### src/rtl/imem_loader_pkg.sv
// Shared types and constants for the instruction-memory boot loader.
// IMEM_LOADER_CHECKSUM_EN adds the trailing XOR checksum state.
package imem_loader_pkg;

  localparam int HDR_BYTES  = 2;
  localparam int WORD_BYTES = 4;
  localparam int BYTE_W     = 8;
  localparam int HDR_W      = HDR_BYTES * BYTE_W;

  typedef enum logic [2:0] {
    S_IDLE,
    S_HDR_HI,
    S_HDR_LO,
    S_LOAD,
`ifdef IMEM_LOADER_CHECKSUM_EN
    S_CSUM,
`endif
    S_DRAIN,
    S_DONE,
    S_ERROR
  } state_e;

  // A zero-length image or one that would not fit in memory is rejected.
  function automatic logic hdr_bad(input logic [HDR_W-1:0] n, input int aw);
    return (n == '0) || ({1'b0, n} > ((HDR_W+1)'(1) << aw));
  endfunction

endpackage

### src/rtl/byte_assembler.sv
// Packs four big-endian bytes into a 32-bit word; word_valid pulses for
// one cycle after the fourth byte is accepted.
module byte_assembler
  import imem_loader_pkg::*;
(
  input  logic                         clk,
  input  logic                         reset,
  input  logic [BYTE_W-1:0]            byte_in,
  input  logic [1:0]                   byte_cnt,
  input  logic                         accept,
  output logic [WORD_BYTES*BYTE_W-1:0] word,
  output logic                         word_valid
);

  logic [(WORD_BYTES-1)*BYTE_W-1:0] shreg;

  always_ff @(posedge clk) begin
    if (reset) begin
      shreg      <= '0;
      word       <= '0;
      word_valid <= 1'b0;
    end else begin
      word_valid <= 1'b0;
      if (accept) begin
        shreg <= {shreg[(WORD_BYTES-2)*BYTE_W-1:0], byte_in};
        if (byte_cnt == 2'(WORD_BYTES-1)) begin
          word       <= {shreg, byte_in};
          word_valid <= 1'b1;
        end
      end
    end
  end

endmodule

### src/rtl/imem_loader.sv
// Boot-time loader: receives a length-prefixed byte image, writes it into
// instruction memory and then releases the pipeline reset.
// Optional feature macro: IMEM_LOADER_CHECKSUM_EN (trailing XOR byte).
module imem_loader
  import imem_loader_pkg::*;
#(
  parameter int ADDR_WIDTH = 8
) (
  input  logic                  clk,
  input  logic                  reset,
  input  logic [BYTE_W-1:0]     rx_data,
  input  logic                  rx_valid,
  output logic                  rx_ready,
  output logic                  imem_we,
  output logic [ADDR_WIDTH-1:0] imem_addr,
  output logic [31:0]           imem_wdata,
  output logic                  cpu_reset,
  output logic                  load_done,
  output logic                  load_error,
  output logic [ADDR_WIDTH:0]   words_loaded
);

  localparam int CW = ADDR_WIDTH + 1;

  state_e            state;
  logic [BYTE_W-1:0] n_hi;
  logic [CW-1:0]     n_words;
  logic [CW-1:0]     word_idx;
  logic [1:0]        byte_cnt;
  logic              accept;
  logic              load_accept;
  logic              word_last;
  logic [HDR_W-1:0]  hdr_n;
  logic [31:0]       asm_word;
  logic              asm_valid;
`ifdef IMEM_LOADER_CHECKSUM_EN
  logic [BYTE_W-1:0] csum;
`endif

  assign accept      = rx_valid && rx_ready;
  assign load_accept = accept && (state == S_LOAD);
  assign word_last   = (byte_cnt == 2'(WORD_BYTES-1));
  assign hdr_n       = {n_hi, rx_data};

  byte_assembler u_asm (
    .clk        (clk),
    .reset      (reset),
    .byte_in    (rx_data),
    .byte_cnt   (byte_cnt),
    .accept     (load_accept),
    .word       (asm_word),
    .word_valid (asm_valid)
  );

  // The assembler's word register is the write-data register; the address is
  // captured on the same edge so both line up with the we pulse.
  assign imem_we    = asm_valid;
  assign imem_wdata = asm_word;

  always_ff @(posedge clk) begin
    if (reset) begin
      state        <= S_IDLE;
      rx_ready     <= 1'b0;
      cpu_reset    <= 1'b1;
      load_done    <= 1'b0;
      load_error   <= 1'b0;
      imem_addr    <= '0;
      words_loaded <= '0;
      n_hi         <= '0;
      n_words      <= '0;
      word_idx     <= '0;
      byte_cnt     <= '0;
`ifdef IMEM_LOADER_CHECKSUM_EN
      csum         <= '0;
`endif
    end else begin
      if (imem_we && (words_loaded != n_words))
        words_loaded <= words_loaded + CW'(1);

      case (state)
        S_IDLE: begin
          state    <= S_HDR_HI;
          rx_ready <= 1'b1;
        end

        S_HDR_HI: if (accept) begin
          n_hi  <= rx_data;
          state <= S_HDR_LO;
`ifdef IMEM_LOADER_CHECKSUM_EN
          csum  <= csum ^ rx_data;
`endif
        end

        S_HDR_LO: if (accept) begin
`ifdef IMEM_LOADER_CHECKSUM_EN
          csum <= csum ^ rx_data;
`endif
          if (hdr_bad(hdr_n, ADDR_WIDTH)) begin
            state      <= S_ERROR;
            rx_ready   <= 1'b0;
            load_error <= 1'b1;
          end else begin
            n_words <= CW'(hdr_n);
            state   <= S_LOAD;
          end
        end

        S_LOAD: if (accept) begin
          byte_cnt <= byte_cnt + 2'd1;
`ifdef IMEM_LOADER_CHECKSUM_EN
          csum     <= csum ^ rx_data;
`endif
          if (word_last) begin
            imem_addr <= word_idx[ADDR_WIDTH-1:0];
            word_idx  <= word_idx + CW'(1);
            if (word_idx + CW'(1) == n_words) begin
`ifdef IMEM_LOADER_CHECKSUM_EN
              state    <= S_CSUM;
`else
              state    <= S_DRAIN;
              rx_ready <= 1'b0;
`endif
            end
          end
        end

`ifdef IMEM_LOADER_CHECKSUM_EN
        // Words are already in memory on a mismatch; only release is withheld.
        S_CSUM: if (accept) begin
          rx_ready <= 1'b0;
          if (rx_data == csum) begin
            state <= S_DRAIN;
          end else begin
            state      <= S_ERROR;
            load_error <= 1'b1;
          end
        end
`endif

        S_DRAIN: begin
          state     <= S_DONE;
          cpu_reset <= 1'b0;
          load_done <= 1'b1;
        end

        S_DONE:  state <= S_DONE;
        S_ERROR: state <= S_ERROR;
        default: state <= S_ERROR;
      endcase
    end
  end

endmodule

### config.mk
export PLATFORM = sky130hd
export DESIGN_NAME = imem_loader
export DESIGN_NICKNAME = d
export VERILOG_FILES = /design/src/rtl/imem_loader_pkg.sv /design/src/rtl/byte_assembler.sv /design/src/rtl/imem_loader.sv
export SDC_FILE = /design/constraint.sdc
export NUM_CORES = 1
export LEC_CHECK = 0
export CAP_MARGIN = 5
export CORE_AREA = 3 3 119 121
export CTS_CLUSTER_SIZE = 12
export DETAILED_ROUTE_END_ITERATION = 10
export DIE_AREA = 0 0 122 124
export GPL_TIMING_DRIVEN = 1
export SLEW_MARGIN = 20
export SYNTH_ARGS = -nofsm -noshare
export SYNTH_HDL_FRONTEND = slang
export SYNTH_SLANG_ARGS = --single-unit
### constraint.sdc
create_clock -name clk -period 2 [get_ports clk]
set_input_delay 0.4 -clock clk [delete_from_list [all_inputs] [get_ports clk]]
set_output_delay 0.4 -clock clk [all_outputs]
set_load 0.02 [all_outputs]
==> impl_metrics.env <==
export IMPL_status="complete, no violations"
export IMPL_post_cts_resized=0
export IMPL_timing_final_ws_setup_ns=0.0330
export IMPL_skew_ns=0.00847
export IMPL_n_antenna_cell=0
export IMPL_layout_cells_non_filler=821
export IMPL_fin_setup_tns_ns=0
export IMPL_fmax_mhz=508
export IMPL_dp_hpwl_um=8230
export IMPL_antenna_found_initial=0
export IMPL_fin_crit_ns=1.97
export IMPL_final_common_cell="nand2_1"
export IMPL_wl_um=11400
export IMPL_synth_edf_count=0
export IMPL_clkSinkCount=109
export IMPL_cts_tree="done"
export IMPL_postRouteAntennaNets=0
export IMPL_slew_headroom_pct=69.4
export IMPL_syn_num_nets=568
export IMPL_preCtsSetupSlack_ns=-0.324
export IMPL_hold_path_class="primary input to flip-flop"
export IMPL_clk_pin_slew_ns=0.07
export IMPL_avgSynthCellArea_um2=8.25
export IMPL_design_area_mm2=0.00602
export IMPL_timing_hold_ws_ns=0.412
export IMPL_post_cts_setup_buffers=0
export IMPL_ctsHoldBuffers=0
export IMPL_total_power_mw=4.29
export IMPL_drt_wirelength_per_cell_um=13.9
export IMPL_gr_total_overflow=0
export IMPL_synth_area_mm2=0.00457
export IMPL_critPathRequiredTime_ns=2.27
export IMPL_worst_ep_arrival_time_ns=2.24
export IMPL_yosysUniqueCellTypes=49
export IMPL_die_h_um=124
export IMPL_layout_common_cells="nand2_1, dfxtp_1, a21oi_1"
export IMPL_syn_inst=554
export IMPL_grt_pass1_wl_um=18600
export IMPL_place_area_mm2=0.00569
export IMPL_clock_latency_ns=0.35
export IMPL_tightest_slew_ns=0.455
export IMPL_p_per_area_mw_per_mm2=712
export IMPL_vias=4038
export IMPL_cts_htree_levels=3
export IMPL_drc=0
export IMPL_period_share_pct=98.3
export IMPL_yosys_register_bits=109
export IMPL_final_layout_size_suffix_gt1_share_pct=13.6
export IMPL_synth_warnings=0
export IMPL_cts_buffer_depth=2
export IMPL_final_util_pct=45.6
export IMPL_die_w_um=122
export IMPL_ys_async_sr_fraction_pct=0
export IMPL_via_per_inst=4.92
export IMPL_io_buffers=64
export IMPL_fp_dieArea_mm2=0.0151
export IMPL_max_cap_viol_count=0
export IMPL_ys_flop_type="dfxtp_1"
export IMPL_endpoint_kind="flip-flop"
export IMPL_ios=65
export IMPL_core_area_mm2=0.0132
export IMPL_start_util_pct=34.6
export IMPL_slew_viol_final=0
export IMPL_drt_iter0_markers=267
export IMPL_criticalPathCategory="primary input to flip-flop"
export IMPL_dp_cells=805
export IMPL_syn2layout_area_growth_pct=31.8
export IMPL_gp_congestion=0.871
export IMPL_layout_nets=654
export IMPL_grt_usage_pct=15.3
export IMPL_ir_drop_uv=529
export IMPL_grt_pass1_vias=3784
export IMPL_leakage_nw=2.05
export IMPL_yosysSeqAreaShare_pct=47.8
export IMPL_hold_viol=0
export IMPL_grt_max_degree=68
export IMPL_critical_path_max_fanout=2
export IMPL_setup_viol=0
export IMPL_std_cell_rows=42
export IMPL_rrSetupSlack_ns=0.16
export IMPL_cts_buffers_inserted=9
export IMPL_worstSetupStartpointType="primary input"
export IMPL_firstDrtPassIters=4
export IMPL_cts_root_buf="clkbuf_16"
## routing by layer
metal  GRT usage (%)  vias to the layer above  part of all wire [%]
met3            3.72                       10                   4.9
met5               0                        -                     0
met1            20.9                     1887                    47
met4            4.48                        0                   1.2
li1                -                     2053                     -
met2            24.3                       88                    47
## critical path, cell delays in order
cell	delay (ns)
clkdlybuf4s50_1	0.42
buf_4	0.15
nor4_4	0.28
a21boi_2	0.11
or3_1	0.42
o31a_1	0.26
o32ai_2	0.18
## power by group
group | switching [mW] | internal (mW)
logic | 0.174 | 0.138
clock network | 0.870 | 0.881
registers | 0.0317 | 2.19
total | 1.08 | 3.21
## worst paths after layout
path / to / cells past startpoint / startpoint
worst max-delay path: state[0] / 7 / rx_data[1]
worst min-delay path: words_loaded[1] / 2 / reset
worst max register to register: state[1] / 6 / word_idx[0]
worst min register to register: u_asm.word[26] / 2 / u_asm.word[26]
## cell usage after synthesis, types with 3 or more instances
cell	count	area [um2]
xnor2_1	22	193
o31a_1	3	26.3
mux2i_1	10	100
nand3_1	6	30.0
inv_1	3	11.3
or3_1	7	43.8
nand4_1	8	50.1
or4_1	4	30.0
nor4_1	3	18.8
ha_1	3	37.5
buf_4	3	22.5
xor2_1	7	61.3
nand3b_1	3	22.5
nor3b_1	3	22.5
nor3_1	7	35.0
buf_2	15	75.1
nor2b_1	4	25.0
nor2_1	33	124
clkbuf_1	20	75.1
dfxtp_1	109	2180
o21ai_0	13	65.1
nand2_1	149	559
a21oi_1	84	420
## cells by family after synthesis
kind of cell	Yosys count	share of synthesized area, %
and+or+nand+nor	239	23.9
AOI/OAI and AO/OA	121	15.3
DFF	109	47.8
buffers and inverters	42	4.27
xor gates and xnor gates	29	5.56
muxes	11	2.44
adders and majority gates	3	0.822
## layout make-up
class,count,area [um2]
Fill cell,1277,7170
Inverter,3,11.3
Clock buffer,9,225
Timing Repair Buffer,114,1080
Sequential cell,109,2180
Multi-Input combinational cell,403,2230
Clock inverter,7,68.8
Tap cell,176,220
## sequential cells by signal (all words and copies together), names as in the netlist, 2 cells and up
name / cells
u_asm.shreg: 24
u_asm.word: 32
byte_cnt: 2
state: 3
n_hi: 8
word_idx: 9
words_loaded: 9
imem_addr: 8
n_words: 9
Power figures use the tool's default switching activity.
